### src/rtl/cook_pkg.sv
// cook_pkg: shared definitions for the microwave cook controller.
//   cook_state_t : FSM state encoding (IDLE, SET, COOK, PAUSE, DONE)
//   MODE_*       : power-mode codes driven to the LED master
//   REMAIN_W     : width of the remaining-time counter in seconds
//   next_mode    : power-mode rotation low -> normal -> high -> low
//   sat_add      : add with ceiling, used for every cook-time increment
package cook_pkg;

  typedef enum logic [2:0] {
    ST_IDLE  = 3'd0,
    ST_SET   = 3'd1,
    ST_COOK  = 3'd2,
    ST_PAUSE = 3'd3,
    ST_DONE  = 3'd4
  } cook_state_t;

  localparam logic [1:0] MODE_LOW  = 2'b01;
  localparam logic [1:0] MODE_NORM = 2'b10;
  localparam logic [1:0] MODE_HIGH = 2'b11;

  localparam int unsigned REMAIN_W = 13;

  function automatic logic [1:0] next_mode(input logic [1:0] cur);
    logic [1:0] nxt;
    case (cur)
      MODE_LOW:  nxt = MODE_NORM;
      MODE_NORM: nxt = MODE_HIGH;
      MODE_HIGH: nxt = MODE_LOW;
      default:   nxt = MODE_NORM;
    endcase
    return nxt;
  endfunction

  // Sum is formed in 32 bits so the ceiling applies before any wrap.
  function automatic logic [REMAIN_W-1:0] sat_add(input logic [REMAIN_W-1:0] cur,
                                                  input int unsigned       add,
                                                  input int unsigned       max);
    int unsigned sum;
    sum = 32'(cur) + add;
    if (sum > max) sum = max;
    return sum[REMAIN_W-1:0];
  endfunction

endpackage

### src/rtl/cook_controller_sec_tick_gen.sv
// sec_tick_gen: one-second tick prescaler.
//   sys_clk : system clock
//   sys_rst : asynchronous active-low reset
//   en      : count enable; counter holds its value while low
//   clr     : synchronous clear to 0, dominates en
//   tick    : 1-cycle pulse in the enabled cycle where the count is TICK_DIV-1
module sec_tick_gen #(
  parameter int unsigned TICK_DIV = 100000000
) (
  input  logic sys_clk,
  input  logic sys_rst,
  input  logic en,
  input  logic clr,
  output logic tick
);

  localparam int unsigned      CNT_W = (TICK_DIV > 1) ? $clog2(TICK_DIV) : 1;
  localparam logic [CNT_W-1:0] LAST  = CNT_W'(TICK_DIV - 1);

  logic [CNT_W-1:0] cnt_q;

  assign tick = en && (cnt_q == LAST);

  always_ff @(posedge sys_clk or negedge sys_rst) begin
    if (!sys_rst) begin
      cnt_q <= '0;
    end else if (clr) begin
      cnt_q <= '0;
    end else if (en) begin
      cnt_q <= (cnt_q == LAST) ? '0 : cnt_q + CNT_W'(1);
    end
  end

endmodule

### src/rtl/cook_controller.sv
// cook_controller: microwave cook-sequencing FSM feeding the LED display master.
//   sys_clk, sys_rst : clock, asynchronous active-low reset
//   btn_add          : pulse, add ADD_SEC seconds (saturating at MAX_SEC)
//   btn_mode         : pulse, rotate power mode (IDLE/SET only)
//   btn_start        : pulse, start or resume cooking (door must be closed)
//   btn_stop         : pulse, pause; from SET/PAUSE clears and returns to IDLE
//   door_open        : level, door sensor
//   start, idle      : state decodes for the LED master
//   mode             : power mode 01 low / 10 normal / 11 high
//   mini_rst         : 1-cycle pulse on each entry to COOK or IDLE
//   remain_sec       : remaining cook time in seconds
//   done             : high throughout DONE
// Button priority: stop > start > add > mode; only the highest pulse present acts.
module cook_controller
  import cook_pkg::*;
#(
  parameter int unsigned TICK_DIV = 100000000,
  parameter int unsigned ADD_SEC  = 30,
  parameter int unsigned MAX_SEC  = 5999,
  parameter int unsigned DONE_SEC = 3
) (
  input  logic                sys_clk,
  input  logic                sys_rst,
  input  logic                btn_add,
  input  logic                btn_mode,
  input  logic                btn_start,
  input  logic                btn_stop,
  input  logic                door_open,
  output logic                start,
  output logic                idle,
  output logic [1:0]          mode,
  output logic                mini_rst,
  output logic [REMAIN_W-1:0] remain_sec,
  output logic                done
);

  localparam int unsigned DC_W = (DONE_SEC > 1) ? $clog2(DONE_SEC + 1) : 1;

  cook_state_t         state_q, state_nx;
  logic [REMAIN_W-1:0] remain_q, remain_nx;
  logic [1:0]          mode_q, mode_nx;
  logic [DC_W-1:0]     done_cnt_q, done_cnt_nx;
  logic                tick_en, tick_clr, tick;

  sec_tick_gen #(
    .TICK_DIV (TICK_DIV)
  ) u_tick (
    .sys_clk (sys_clk),
    .sys_rst (sys_rst),
    .en      (tick_en),
    .clr     (tick_clr),
    .tick    (tick)
  );

  always_comb begin
    state_nx    = state_q;
    remain_nx   = remain_q;
    mode_nx     = mode_q;
    done_cnt_nx = done_cnt_q;
    tick_en     = 1'b0;
    tick_clr    = 1'b0;

    case (state_q)
      ST_IDLE: begin
        if (btn_stop || btn_start) begin
          // no action in IDLE, but still masks lower-priority buttons
        end else if (btn_add) begin
          remain_nx = sat_add('0, ADD_SEC, MAX_SEC);
          state_nx  = ST_SET;
        end else if (btn_mode) begin
          mode_nx = next_mode(mode_q);
        end
      end

      ST_SET: begin
        if (btn_stop) begin
          remain_nx = '0;
          state_nx  = ST_IDLE;
        end else if (btn_start) begin
          if (!door_open) begin
            state_nx = ST_COOK;
            tick_clr = 1'b1;
          end
        end else if (btn_add) begin
          remain_nx = sat_add(remain_q, ADD_SEC, MAX_SEC);
        end else if (btn_mode) begin
          mode_nx = next_mode(mode_q);
        end
      end

      ST_COOK: begin
        // Pause freezes the prescaler in the same cycle so no partial second is lost.
        tick_en = !(door_open || btn_stop);
        if (door_open || btn_stop) begin
          state_nx = ST_PAUSE;
        end else if (btn_add && !btn_start) begin
          // Add wins over a coincident tick: no decrement, prescaler still wraps.
          remain_nx = sat_add(remain_q, ADD_SEC, MAX_SEC);
        end else if (tick) begin
          if (remain_q <= REMAIN_W'(1)) begin
            remain_nx   = '0;
            state_nx    = ST_DONE;
            tick_clr    = 1'b1;
            done_cnt_nx = '0;
          end else begin
            remain_nx = remain_q - REMAIN_W'(1);
          end
        end
      end

      ST_PAUSE: begin
        if (btn_stop) begin
          remain_nx = '0;
          state_nx  = ST_IDLE;
        end else if (btn_start) begin
          if (!door_open) state_nx = ST_COOK;
        end else if (btn_add) begin
          remain_nx = sat_add(remain_q, ADD_SEC, MAX_SEC);
        end
      end

      ST_DONE: begin
        tick_en = 1'b1;
        if (btn_stop || door_open) begin
          state_nx = ST_IDLE;
        end else if (tick) begin
          if (done_cnt_q == DC_W'(DONE_SEC - 1)) begin
            state_nx = ST_IDLE;
          end else begin
            done_cnt_nx = done_cnt_q + DC_W'(1);
          end
        end
      end

      default: begin
        state_nx = ST_IDLE;
      end
    endcase
  end

  // Outputs are registered from the next state so they line up with state_q.
  always_ff @(posedge sys_clk or negedge sys_rst) begin
    if (!sys_rst) begin
      state_q    <= ST_IDLE;
      remain_q   <= '0;
      mode_q     <= MODE_NORM;
      done_cnt_q <= '0;
      start      <= 1'b0;
      idle       <= 1'b1;
      done       <= 1'b0;
      mini_rst   <= 1'b0;
    end else begin
      state_q    <= state_nx;
      remain_q   <= remain_nx;
      mode_q     <= mode_nx;
      done_cnt_q <= done_cnt_nx;
      start      <= (state_nx == ST_COOK);
      idle       <= (state_nx == ST_IDLE);
      done       <= (state_nx == ST_DONE);
      mini_rst   <= (state_nx != state_q) &&
                    ((state_nx == ST_COOK) || (state_nx == ST_IDLE));
    end
  end

  assign remain_sec = remain_q;
  assign mode       = mode_q;

endmodule

### config.mk
export PLATFORM = sky130hd
export DESIGN_NAME = cook_controller
export DESIGN_NICKNAME = d
export VERILOG_FILES = /design/src/rtl/cook_pkg.sv /design/src/rtl/cook_controller_sec_tick_gen.sv /design/src/rtl/cook_controller.sv
export SDC_FILE = /design/constraint.sdc
export NUM_CORES = 1
export LEC_CHECK = 0
export CAP_MARGIN = 20
export CORE_MARGIN = 1
export CORE_UTILIZATION = 59
export DETAILED_ROUTE_END_ITERATION = 7
export GPL_TIMING_DRIVEN = 0
export PLACE_DENSITY_LB_ADDON = 0.3
export SLEW_MARGIN = 0
export SYNTH_ARGS = -nofsm -noshare
export SYNTH_HDL_FRONTEND = slang
export SYNTH_SLANG_ARGS = --single-unit
### constraint.sdc
create_clock -name sys_clk -period 3.55 [get_ports sys_clk]
set_input_delay 1.065 -clock sys_clk [delete_from_list [all_inputs] [get_ports sys_clk]]
set_output_delay 1.065 -clock sys_clk [all_outputs]
set_load 0.03 [all_outputs]
=== Yosys cells after proc, flatten, opt, wreduce, memory -nomap -nowiden ===
Cells that the tools add are included.

* Word-level logic and storage cells: 109
* Register bits after elaboration: 51
* Output and inout port bits: 19

* Add/subtract/negate cells: 4
* Magnitude comparators: 2
* Mux-type cells: 51
* Reductions and logical operators: 18
* Eq/ne operators: 25

{| class="wikitable"
|+ Operator list
! cell !! number
|-
| 13-bit two-way mux || 10
|-
| 27-bit two-way mux || 3
|-
| 13-bit case mux with 3 select lines || 1
|-
| 3-bit two-way mux || 12
|-
| 27-bit by 1-bit adder with 27-bit output (second input constant) || 1
|-
| 27-bit equality test (second input constant) || 1
|-
| 2-bit two-way mux || 12
|-
| 2-bit inequality test (second input constant) || 11
|-
| 13-bit by 5-bit adder with 14-bit output (second input constant) || 1
|-
| 14-bit by 13-bit greater-than comparator with 1-bit output (second input constant) || 1
|-
| 13-bit by 1-bit less-or-equal comparator with 1-bit output (second input constant) || 1
|-
| 13-bit by 1-bit subtractor with 13-bit output (second input constant) || 1
|-
| 2-bit case mux with 2 select lines || 3
|-
| 3-bit case mux with 4 select lines || 1
|-
| 3-bit by 2-bit equality test with 1-bit output (second input constant) || 3
|-
| 8-bit AND reduction || 1
|-
| 1-bit two-way mux || 7
|-
| 7-bit AND reduction || 1
|-
| 2-bit equality test (second input constant) || 3
|-
| 3-bit equality test (second input constant) || 2
|-
| 3-bit zero test || 2
|-
| 2-bit nonzero test || 3
|-
| 1-bit case mux with 2 select lines || 2
|-
| 4-bit AND reduction || 1
|-
| 11 further kinds || 16
|}

=== Longest topological paths before layout ===
Gate-level depths: netlist (run 1).

* Depth after elaboration: 11
* Depth in mapped cells: 10
* Mapped depth without buffers: 9

=== Cells and area by module ===
A second synthesis (run 1) with hierarchy kept.

* Cell total of the unflattened synthesis: 446
* Area, all modules: 3,729.8 µm²

{| class="wikitable"
|+ Modules (own cells, without submodules)
! module !! area an instance (µm²) !! cells each !! seq. area each (µm²) !! instances
|-
| cook_controller || 2,120.8 || 273 || 603.1 || 1
|-
| sec_tick_gen || 1,609.0 || 173 || 675.6 || 1
|}

=== Least setup slack after synthesis (run 1) ===
No wires, ideal clock.

* Kind: input to register
* Start point: input port btn_stop
* End point: register u_tick.cnt_q[21]
* Arrival time: 2,590 ps
* Path buffers: 0
* Required time: 3,429 ps
* Stages: 7
* Setup slack: 838 ps
* Cells stage by stage: nor3_1 > a31oi_1 > o21a_1 > nor4_1 > nand3_1 > xor2_1 > nor2_1

* Word-level cells in the longest chain between the ends: 9
* Elaborated cells between the ends (all ways): 11
* Those cells by class: mux (7); reduce/logical (4)

{| class="wikitable"
|+ Ends and longest elaborated chain
! what !! RTL line !! RTL
|-
| start, declared || cook_controller.sv:27 || <nowiki>input logic btn_stop,</nowiki>
|-
| 1-bit logical OR || cook_controller.sv:93, cook_controller.sv:94 ||
|-
| 1-bit zero test || cook_controller.sv:93 || <nowiki>tick_en = !(door_open || btn_stop);</nowiki>
|-
| 1-bit case mux with 2 select lines || cook_controller.sv:63 || <nowiki>case (state_q)</nowiki>
|-
| 1-bit logical AND || cook_controller_sec_tick_gen.sv:22 || <nowiki>assign tick = en && (cnt_q == LAST);</nowiki>
|-
| 1-bit two-way mux || cook_controller.sv:99 || <nowiki>end else if (tick) begin</nowiki>
|-
| 1-bit two-way mux || cook_controller.sv:96 || <nowiki>end else if (btn_add && !btn_start) begin</nowiki>
|-
| 1-bit two-way mux || cook_controller.sv:94 || <nowiki>if (door_open || btn_stop) begin</nowiki>
|-
| 1-bit case mux with 2 select lines || cook_controller.sv:63 ||
|-
| 27-bit two-way mux / 2-bit nonzero test (equally long branches) || -- ||
|-
| end signal, assigned || cook_controller_sec_tick_gen.sv:30 || <nowiki>cnt_q <= (cnt_q == LAST) ? '0 : cnt_q + CNT_W'(1);</nowiki>
|-
| end, declared || cook_controller_sec_tick_gen.sv:20 || <nowiki>logic [CNT_W-1:0] cnt_q;</nowiki>
|}

Several ways; a longest one is shown, not always the timed one.
A chain may end at the register's enable or synchronous reset.

=== Worst setup path after layout (run 1) ===
Ends and elaborated chain as after synthesis.

==> results of run 1 <==
power breakdown:
group,internal (mW),switching [mW]
Clock,0.213,0.219
Sequential,0.685,0.0819
Combinational,0.470,0.744
worst reg2reg max path: cells and delay by family, from the launching register on:
family	cells	cell delay, ns
and+or+nand+nor	3	0.90
buffers and inverters	1	0.17
DFF	1	0.51
AOI/OAI and AO/OA	4	1.18
adders and majority gates	1	0.36
Yosys cell counts (5+ instances only):
cell / n / share of area (%)
clkbuf_1: 17 / 1.8
buf_2: 7 / 0.97
nand2b_1: 13 / 2.3
nor2b_1: 7 / 1.2
nor2_1: 48 / 5.0
o21a_1: 7 / 1.5
o21ai_0: 36 / 5.0
ha_1: 5 / 1.7
nor4_1: 7 / 1.2
xor2_1: 7 / 1.7
inv_1: 10 / 1.0
xnor2_1: 16 / 3.9
a21oi_1: 20 / 2.8
nand2_1: 41 / 4.3
dfrtp_1: 49 / 34
a31oi_1: 6 / 1.0
and2_1: 6 / 1.0
or3_1: 6 / 1.0
nor3_1: 13 / 1.8
o211ai_1: 5 / 1.0
and3_1: 5 / 0.87
o31ai_1: 12 / 2.5
nand3_1: 20 / 2.8
how the worst min path moves through the flow:
stage                           from                to  slack (ns)  depth (start not counted)
global placement    u_tick.cnt_q[22]  u_tick.cnt_q[22]        0.46                          1
CTS                 u_tick.cnt_q[22]  u_tick.cnt_q[22]        0.48                          1
global route           done_cnt_q[0]     done_cnt_q[0]        0.52                          1
finish              u_tick.cnt_q[22]  u_tick.cnt_q[22]        0.49                          1
floorplan           u_tick.cnt_q[22]  u_tick.cnt_q[22]        0.44                          1
detailed placement  u_tick.cnt_q[22]  u_tick.cnt_q[22]        0.47                          1
registers in the layout (all words and copies together) (netlist names):
register,count
start,1
done,1
mode,2
remain_sec,13
mini_rst,1
state_q,3
done_cnt_q,2
idle,1
u_tick.cnt_q,27
through the flow:
| stage | std cells | hold WS [ns] | setup slack, ns | TNS, ns |
|---|---|---|---|---|
| floorplan | 435 | 0.4377 | 0.8383 | 0 |
| CTS | 544 | 0.4840 | 0.3016 | 0 |
| global placement | 535 | 0.4589 | -0.04149 | -2.014 |
| global route | 544 | 0.5200 | 0.1155 | 0 |
| detailed placement | 536 | 0.4663 | -0.03442 | -0.09725 |
| finish | 544 | 0.4877 | 0.2664 | 0 |
cell usage in the layout (no fill, tap or decap), types with 6 or more instances in the layout:
master	instances
dfrtp_1	49
nor2_1	48
nand2_1	41
o21ai_0	36
clkdlybuf4s50_1	24
nand3_1	20
a21oi_1	20
clkbuf_1	17
xnor2_1	16
nand2b_1	13
nor3_1	13
o31ai_1	12
inv_1	10
buf_2	8
nor2b_1	7
o21a_1	7
xor2_1	7
nor4_1	7
or3_1	6
and2_1	6
a31oi_1	6
cell families after synthesis:
kind of cell,synth area share [%]
AO/OA/AOI/OAI,22.55
XOR/XNOR,5.577
adder cells (fa/ha/maj),1.732
buffers and inverters,4.814
flip-flops,35.40
multiplexers,1.732
AND/OR/NAND/NOR,28.20
per-layer routing:
| layer | part of all wire [%] | vias to the layer above | track usage, % |
|---|---|---|---|
| met3 | 6.1 | 16 | 3.750 |
| met5 | 0 | - | 0 |
| met1 | 44 | 1686 | 39.65 |
| met4 | 1.2 | 0 | 7.321 |
| li1 | - | 1650 | - |
| met2 | 48 | 165 | 49.57 |
cell type report:
type | instances | share of cell area [%]
Buffer | 28 | 3.337
Timing Repair Buffer | 26 | 6.491
Inverter | 10 | 0.9186
Clock inverter | 3 | 1.133
Tap cell | 75 | 2.296
Sequential cell | 51 | 31.29
Multi-Input combinational cell | 346 | 52.85
Clock buffer | 5 | 1.684
==> reports/metrics.cfg, run 1 <==
[worst_setup_path]
cp.required_ns=3.76
cp_slowest_cell=nor4_1
worst-path-buf-inv=1
r2r_start=remain_sec[1]
cpPeakStageDelay_ns=0.72
crit_end=u_tick.cnt_q[21]
cp_max_fo=5
cp.arrival_ns=3.49
cp_cell_sequence=clkdlybuf4s50_1 -> nor3_1 -> a31oi_1 -> o21a_1 -> nor4_1 -> nand3_1 -> xor2_1 -> nor2_1
reg2reg_slack_ns=0.39
path_delay_family=simple AND/OR/NAND/NOR gates
path_class=in -> reg
critPathLaunch=btn_stop
reg2reg_to=remain_sec[1]
worst_setup_path_end_kind=flip-flop
rr_worst_depth=9
startpoint_type=primary input
cp.depth=8

[place]
io_buffers=25
place_area_mm2=0.003971
routabilityCongestion=0.9017
dpl.hpwl_mm=6.357

[cts]
clk_latency_ns=0.32
cts_setup_buffers=0
cts_tree=yes
clock_sinks=51
ctsResizeCount=0
cts.clk_slew.worst_paths_ns=0.09
cts_max_level=2
cts_hold_buffers=0
cts_buffers=5
cts_buffer_depth=2
root_buffer=clkbuf_8

[floorplanning]
fp.coreArea_mm2=0.005921
die_x_um=80.25
num_rows=28
io_pins=26
die_h_um=80.25
start_util_pct=61.01
die_area_mm2=0.006439

[outcome]
outcome=finished, violations left
violations=DRC

[drt]
wl_mm=9.013
ant_nets=0
drcViolationCount=1
first_iter_violations=337
wl_per_cell_um=16.57
drt_first_pass_iters=8
vias=3517
vias_per_cell=6.465

[logic_synthesis]
synthCells=435
synth_cell_type_count=67
synthFlopType=dfrtp_1
synth-edff-count=0
syn_area_mm2=0.003612
seq_area_frac_synth_pct=35.40
syn-mean-instance-area_um2=8.304
yosysWarnings=0
async_flop_share_pct=100.0
ys_seq_elements=51
syn_nets=447

[sta]
worst_pin_slew_ns=0.8135
fmax_mhz=304.5
hold_viol=0
period_share_pct=92.50
relSlewSlack_pct=45.27
setup_viol=0
skew_ns=0.01433
period_needed_ns=3.284
final-max-slew-violation-count=0
rsz0062_at_grt=no

[power]
power_mw=2.414
ir_drop_mv=0.5000
p_per_area_mw_per_mm2=590.8
leakage_nw=1.543

[grt]
grtUsageTotal_pct=29.32
antenna_found_initial=0
grt_max_degree=27
grt_pass1_wl_mm=14.72
grt_pass1_vias=3144
grt_overflow=0

[job]
cap_violations=0

[cells_and_area]
antenna_cells=0
register_area_mm2=0.001279
areaGrowthSynthToFinish_pct=13.13
fin_util_pct=69.02
fin_area_mm2=0.004086
multiInputGateArea_mm2=0.002160
drive_gt1_share_pct=9.382
fillers=455
layout.nets=480

[worst_hold_path]
min_path_type=reg -> reg

(Power assumes the default switching activity.)
==> inputs of run 2 (changes only) <==
CORE_UTILIZATION = 60   (was 59)
SYNTH_HIERARCHICAL = 1   (was not set)
==> reports/metrics.cfg, run 2 <==
[grt]
grt_overflow=0  ; unchanged
grt_max_degree=36  ; was 27
grt_pass1_wl_mm=16.62  ; was 14.72 mm
grt_pass1_vias=3551  ; was 3144
grtUsageTotal_pct=32.69  ; was 29.32%
antenna_found_initial=0  ; unchanged

[power]
seqPwrFrac_pct=36.4  ; was 31.8%
leakage_nw=1.677  ; was 1.543 nW
p_switching_mw=0.8630  ; was 1.046 mW
intPower_mw=1.230  ; was 1.369 mW
p_clk_share_pct=21.2  ; was 17.9%
switching_share_pct=41.23  ; was 43.31%
pwr-share-comb_pct=42.4  ; was 50.3%
p_per_area_mw_per_mm2=474.8  ; was 590.8 mW/mm2
ir_drop_mv=0.4731  ; was 0.5000 mV

[cells_and_area]
antenna_cells=0  ; unchanged
areaGrowthSynthToFinish_pct=18.18  ; was 13.13%
fin_area_mm2=0.004408  ; was 0.004086 mm2
top_register=u_tick/cnt_q  ; was u_tick.cnt_q
largest_reg_flops=27  ; unchanged
layout.nets=499  ; was 480
final_cell_mix=46 x dfrtp_1, 43 x nor2_1, 39 x nand2_1  ; was 49 x dfrtp_1, 48 x nor2_1, 41 x nand2_1
final_common_cell=dfrtp_1  ; unchanged
drive_gt1_share_pct=16.80  ; was 9.382%
fin_util_pct=74.01  ; was 69.02%

[sta]
final-max-slew-violation-count=0  ; unchanged
fmax_mhz=295.8  ; was 304.5 MHz
worst_pin_slew_ns=0.9142  ; was 0.8135 ns
period_needed_ns=3.380  ; was 3.284 ns
skew_ns=0.007163  ; was 0.01433 ns
period_share_pct=95.22  ; was 92.50%
setup_slack_ns=0.1698  ; was 0.2664 ns
rsz0062_at_grt=no  ; unchanged
setup_viol=0  ; unchanged
hold_ws_ns=0.4787  ; was 0.4877 ns
relSlewSlack_pct=38.59  ; was 45.27%
hold_viol=0  ; unchanged

[drt]
drcViolationCount=0  ; was 1
vias=3859  ; was 3517
drt_first_pass_iters=6  ; was 8
ant_nets=0  ; unchanged
wl_mm=10.59  ; was 9.013 mm
vias_per_cell=6.854  ; was 6.465
first_iter_violations=255  ; was 337
wl_per_cell_um=18.81  ; was 16.57 um

[logic_synthesis]
syn_nets=458  ; was 447
yosysMostFrequentCell=dfrtp_1  ; unchanged
synthFlopType=dfrtp_1  ; unchanged
synth_area_leaders=dfrtp_1 33%, nor2_1 4.6%, nand2_1 4.0%  ; was dfrtp_1 34%, o21ai_0 5.0%, nor2_1 5.0%
synthCells=446  ; was 435
syn_area_mm2=0.003730  ; was 0.003612 mm2
syn-mean-instance-area_um2=8.363  ; was 8.304 um2
ys_seq_elements=51  ; unchanged
yosysWarnings=6  ; was 0
async_flop_share_pct=100.0  ; unchanged
seq_area_frac_synth_pct=34.28  ; was 35.40%
synth.top_cell.area_share_pct=32.87  ; was 33.95%
synth-edff-count=0  ; unchanged
synth_area_leader_cell=dfrtp_1  ; unchanged
synth_cell_type_count=81  ; was 67
synth_commonest_cells=49 x dfrtp_1, 46 x nor2_1, 40 x nand2_1  ; was 49 x dfrtp_1, 48 x nor2_1, 41 x nand2_1

[worst_hold_path]
worstHoldPathCells=1  ; unchanged
min_path_type=reg -> reg  ; unchanged
worstHoldStart=done_cnt_q[0]  ; was u_tick.cnt_q[22]
min_to=done_cnt_q[0]  ; was u_tick.cnt_q[22]

[floorplanning]
die_area_mm2=0.006536  ; was 0.006439 mm2
die_h_um=80.85  ; was 80.25 um
num_rows=28  ; unchanged
io_pins=26  ; unchanged
fp.coreArea_mm2=0.005956  ; was 0.005921 mm2
die_x_um=80.85  ; was 80.25 um
start_util_pct=62.63  ; was 61.01%

[worst_setup_path]
path_class=reg -> reg  ; was in -> reg
worst_setup_path_end_kind=flip-flop  ; unchanged
cp.required_ns=3.73  ; was 3.76 ns
startpoint_type=flip-flop  ; was primary input
reg2reg_slack_ns=0.17  ; was 0.39 ns
reg2reg_to=u_tick/cnt_q[11]  ; was remain_sec[1]
cp_max_fo=5  ; unchanged
cp.arrival_ns=3.56  ; was 3.49 ns
r2r_start=u_tick/cnt_q[19]  ; was remain_sec[1]
rr_worst_depth=13  ; was 9

[place]
place_area_mm2=0.004086  ; was 0.003971 mm2
io_buffers=23  ; was 25
dpl.hpwl_mm=7.183  ; was 6.357 mm
dp_slack_ns=-0.6998  ; was -0.03442 ns
routabilityCongestion=0.9623  ; was 0.9017

[cts]
clk_latency_ns=0.31  ; was 0.32 ns
cts_buffers=5  ; unchanged
cts_tree=yes  ; unchanged
root_buffer=clkbuf_8  ; unchanged
clock_sinks=51  ; unchanged
cts_buffer_depth=2  ; unchanged
cts_max_level=2  ; unchanged
cts_hold_buffers=0  ; unchanged
cts.clk_slew.worst_paths_ns=0.10  ; was 0.09 ns

[job]
cap_violations=0  ; unchanged

[outcome]
outcome=completed  ; was finished, violations left

==> run 2: logic make-up (layout without fill, tap and decap cells) <==
family	after synthesis	after routing	share of synthesized area [%]
simple gates	211	211	31.50
compound gates	125	125	23.95
fa+ha+maj	5	5	1.677
xor+xnor	14	14	3.288
mux	4	4	1.174
buf+inv	36	78	4.126
flops	51	51	34.28
==> run 2: worst max-delay path, stage by stage (launching register included) <==
cell	delay, ns
dfrtp_2	0.45
or4_4	0.57
nor4_4	0.21
nand3_2	0.15
nor2_4	0.14
or3b_4	0.42
nor3_4	0.17
a21oi_2	0.10
nor2_2	0.18
nor2_2	0.12
nor4_4	0.35
nand4_1	0.16
xor2_1	0.16
nor2_1	0.07
==> run 2: stage by stage <==
step / TNS [ns] / total power [mW] / cells
6_report: 0 / 2.093 / 563
2_1_floorplan: 0 / 1.316 / 446
3_3_place_gp: -20.32 / 1.580 / 544
5_1_grt: 0 / 2.190 / 563
4_1_cts: 0 / 2.045 / 553
3_5_place_dp: -18.15 / 1.593 / 545
==> run 2: how the worst max path moves through the flow <==
stage                startpoint                to  slack [ns]
4_1_cts        u_tick/cnt_q[19]  u_tick/cnt_q[16]       0.006
6_report       u_tick/cnt_q[19]  u_tick/cnt_q[11]        0.17
3_5_place_dp          door_open     remain_sec[9]       -0.70
2_1_floorplan          btn_stop  u_tick/cnt_q[20]        0.04
3_3_place_gp          door_open     remain_sec[9]       -0.61
5_1_grt        u_tick/cnt_q[19]  u_tick/cnt_q[11]       0.003
==> run 2: cell type report <==
class | count | area (um2)
clock buffers | 6 | 82.58
flip-flops and latches | 51 | 1282
multi-input cells | 359 | 2420
clock inverters | 2 | 38.79
repair buffers | 36 | 332.8
plain buffers | 24 | 120.1
inverters | 10 | 37.54
fillers | 431 | 1548
well taps | 75 | 93.84
==> run 2: metal layers <==
metal | part of all wire [%] | up-vias | track usage, %
li1 | - | 1767 | -
met1 | 39 | 1833 | 40.35
met2 | 50 | 217 | 57.39
met3 | 7.6 | 42 | 4.270
met4 | 3.0 | 0 | 13.04
met5 | 0 | - | 0
==> run 2: power groups by stage <==
| stage | clock, mW | sequential, mW | combinational, mW |
|---|---|---|---|
| final | 0.443 | 0.763 | 0.887 |
| after global routing | 0.466 | 0.772 | 0.952 |
| after CTS | 0.450 | 0.754 | 0.842 |
| after detailed placement | 0 | 0.763 | 0.830 |
| after global placement | 0 | 0.763 | 0.817 |
| after floorplan | 0 | 0.839 | 0.477 |
==> run 2: repair_timing <==
item / 4_1_cts / 5_1_grt
pin swaps: 2 / 8
gates resized for setup: 17 / 15
setup endpoints to repair: 35 / 36
buffers inserted: 1 / 10
hold endpoints to repair: 0 / 0
==> inputs of run 3 (changes only) <==
CORE_MARGIN = 4   (was 1)
==> reports/metrics.cfg, run 3 (synthesized netlist as in run 2, its figures left out) <==
[drt]
drcViolationCount=0  ; unchanged
wl_per_cell_um=18.22  ; was 18.81 um
wl_mm=10.18  ; was 10.59 mm
vias=3798  ; was 3859
vias_per_cell=6.794  ; was 6.854
drt_first_pass_iters=7  ; was 6
first_iter_violations=283  ; was 255
ant_nets=0  ; unchanged

[power]
p_clk_share_pct=17.5  ; was 21.2%
p_switching_mw=0.8492  ; was 0.8630 mW
ir_drop_mv=0.5087  ; was 0.4731 mV
seqPwrFrac_pct=38.2  ; was 36.4%
leakage_nw=1.643  ; was 1.677 nW
p_per_area_mw_per_mm2=456.4  ; was 474.8 mW/mm2
pwr-share-comb_pct=44.3  ; was 42.4%
switching_share_pct=42.90  ; was 41.23%
intPower_mw=1.130  ; was 1.230 mW
power_mw=1.980  ; was 2.093 mW

[grt]
grt_overflow=0  ; unchanged
grt_max_degree=37  ; was 36
grt_pass1_vias=3624  ; was 3551
antenna_found_initial=0  ; unchanged
grt_pass1_wl_mm=17.02  ; was 16.62 mm
grtUsageTotal_pct=27.75  ; was 32.69%

[sta]
relSlewSlack_pct=31.36  ; was 38.59%
tns_ns=0  ; unchanged
hold_viol=0  ; unchanged
period_needed_ns=3.427  ; was 3.380 ns
setup_viol=0  ; unchanged
final-max-slew-violation-count=0  ; unchanged
worst_pin_slew_ns=1.015  ; was 0.9142 ns
skew_ns=0.009873  ; was 0.007163 ns
period_share_pct=96.54  ; was 95.22%
fmax_mhz=291.8  ; was 295.8 MHz

[floorplanning]
die_area_mm2=0.007542  ; was 0.006536 mm2
die_x_um=86.85  ; was 80.85 um
fp.coreArea_mm2=0.005991  ; was 0.005956 mm2
die_h_um=86.85  ; was 80.85 um
io_pins=26  ; unchanged
start_util_pct=62.26  ; was 62.63%
num_rows=28  ; unchanged

[cells_and_area]
final_cell_mix=46 x dfrtp_1, 43 x nor2_1, 39 x nand2_1  ; unchanged
top_register=u_tick/cnt_q  ; unchanged
instances_no_fill=559  ; was 563
layout.nets=495  ; was 499
fin_util_pct=72.41  ; was 74.01%
antenna_cells=0  ; unchanged
final_common_cell=dfrtp_1  ; unchanged
fillers=482  ; was 431
areaGrowthSynthToFinish_pct=16.30  ; was 18.18%
drive_gt1_share_pct=15.91  ; was 16.80%
largest_reg_flops=27  ; unchanged
fin_area_mm2=0.004338  ; was 0.004408 mm2

[worst_setup_path]
cp.arrival_ns=3.61  ; was 3.56 ns
reg2reg_slack_ns=0.14  ; was 0.17 ns
worst_setup_path_end_kind=flip-flop  ; unchanged
cp.required_ns=3.73  ; about the same
r2r_start=u_tick/cnt_q[19]  ; unchanged
path_class=in -> reg  ; was reg -> reg
rr_worst_depth=14  ; was 13
reg2reg_to=u_tick/cnt_q[11]  ; unchanged
startpoint_type=primary input  ; was flip-flop
cp_max_fo=10  ; was 5

[outcome]
outcome=completed  ; unchanged

[cts]
root_buffer=clkbuf_8  ; unchanged
cts_hold_buffers=0  ; unchanged
cts_buffers=5  ; unchanged
clock_sinks=51  ; unchanged
cts_buffer_depth=2  ; unchanged
cts_tree=yes  ; unchanged
cts_max_level=2  ; unchanged
clk_latency_ns=0.31  ; about the same
cts.clk_slew.worst_paths_ns=0.10  ; about the same

[worst_hold_path]
worstHoldPathCells=1  ; unchanged
worstHoldStart=done_cnt_q[0]  ; unchanged
min_path_type=reg -> reg  ; unchanged
min_to=done_cnt_q[0]  ; unchanged

[place]
place_area_mm2=0.004086  ; unchanged
routabilityCongestion=0.9331  ; was 0.9623
dp.cells=545  ; unchanged
io_buffers=23  ; unchanged
dpl.hpwl_mm=7.054  ; was 7.183 mm

[job]
cap_violations=0  ; unchanged

## run 3: how the worst max path moves through the flow
| stage | cells after the start | to | slack, ns | start |
|---|---|---|---|---|
| after floorplan | 13 | u_tick/cnt_q[20] | 0.04 | btn_stop |
| after global placement | 11 | remain_sec[10] | -0.58 | door_open |
| after detailed placement | 11 | remain_sec[10] | -0.64 | door_open |
| after CTS | 14 | u_tick/cnt_q[16] | 0.01 | state_q[0] |
| after global routing | 14 | u_tick/cnt_q[11] | -0.05 | u_tick/cnt_q[19] |
| final | 14 | u_tick/cnt_q[11] | 0.12 | btn_stop |
## run 3: final cells by class
type	instances	area [um2]	area share (%)
inverters	10	37.54	0.8653
flip-flops and latches	51	1282	29.56
multi-input cells	359	2415	55.67
well taps	75	93.84	2.163
plain buffers	24	118.9	2.740
clock inverters	3	18.77	0.4327
clock buffers	5	68.82	1.586
repair buffers	32	302.8	6.980
## run 3: worst max-delay path: stages
cell and delay (ns):
buf_2 0.17, o31ai_4 0.37, nand2_2 0.17, nor2_4 0.14, or3b_4 0.42, nor3_4 0.17
a21oi_2 0.09, nor2_2 0.20, nor2_4 0.09, nor4_4 0.22, buf_4 0.18, nand4_1 0.11
xor2_1 0.15, nor2_1 0.05
## run 3: timing repair
action	in CTS	in global routing
gates resized for setup	14	18
setup endpoints to repair	36	23
pin swaps	1	10
buffers inserted	0	7
## run 3: layer usage
layer  track usage (%)  up-vias  routed length [um]
li1                  -     1762                   -
met5                 0        -                   0
met1             35.20     1817                4161
met4             10.62        0                 246
met3             4.943       34                 755
met2             46.86      185                5020
## run 3: stage by stage
step	hold slack, ns	setup WS (ns)
floorplan	0.4455	0.03842
global placement	0.4702	-0.5826
detailed placement	0.4741	-0.6362
CTS	0.4909	0.01473
global route	0.5028	-0.05441
finish	0.4843	0.1227
## run 3: power groups by stage
stage / logic, mW / registers, mW / clock network, mW
4_1_cts: 0.849 / 0.746 / 0.362
5_1_grt: 0.940 / 0.767 / 0.378
3_5_place_dp: 0.832 / 0.757 / 0
3_3_place_gp: 0.822 / 0.754 / 0
2_1_floorplan: 0.477 / 0.839 / 0
6_report: 0.877 / 0.757 / 0.346
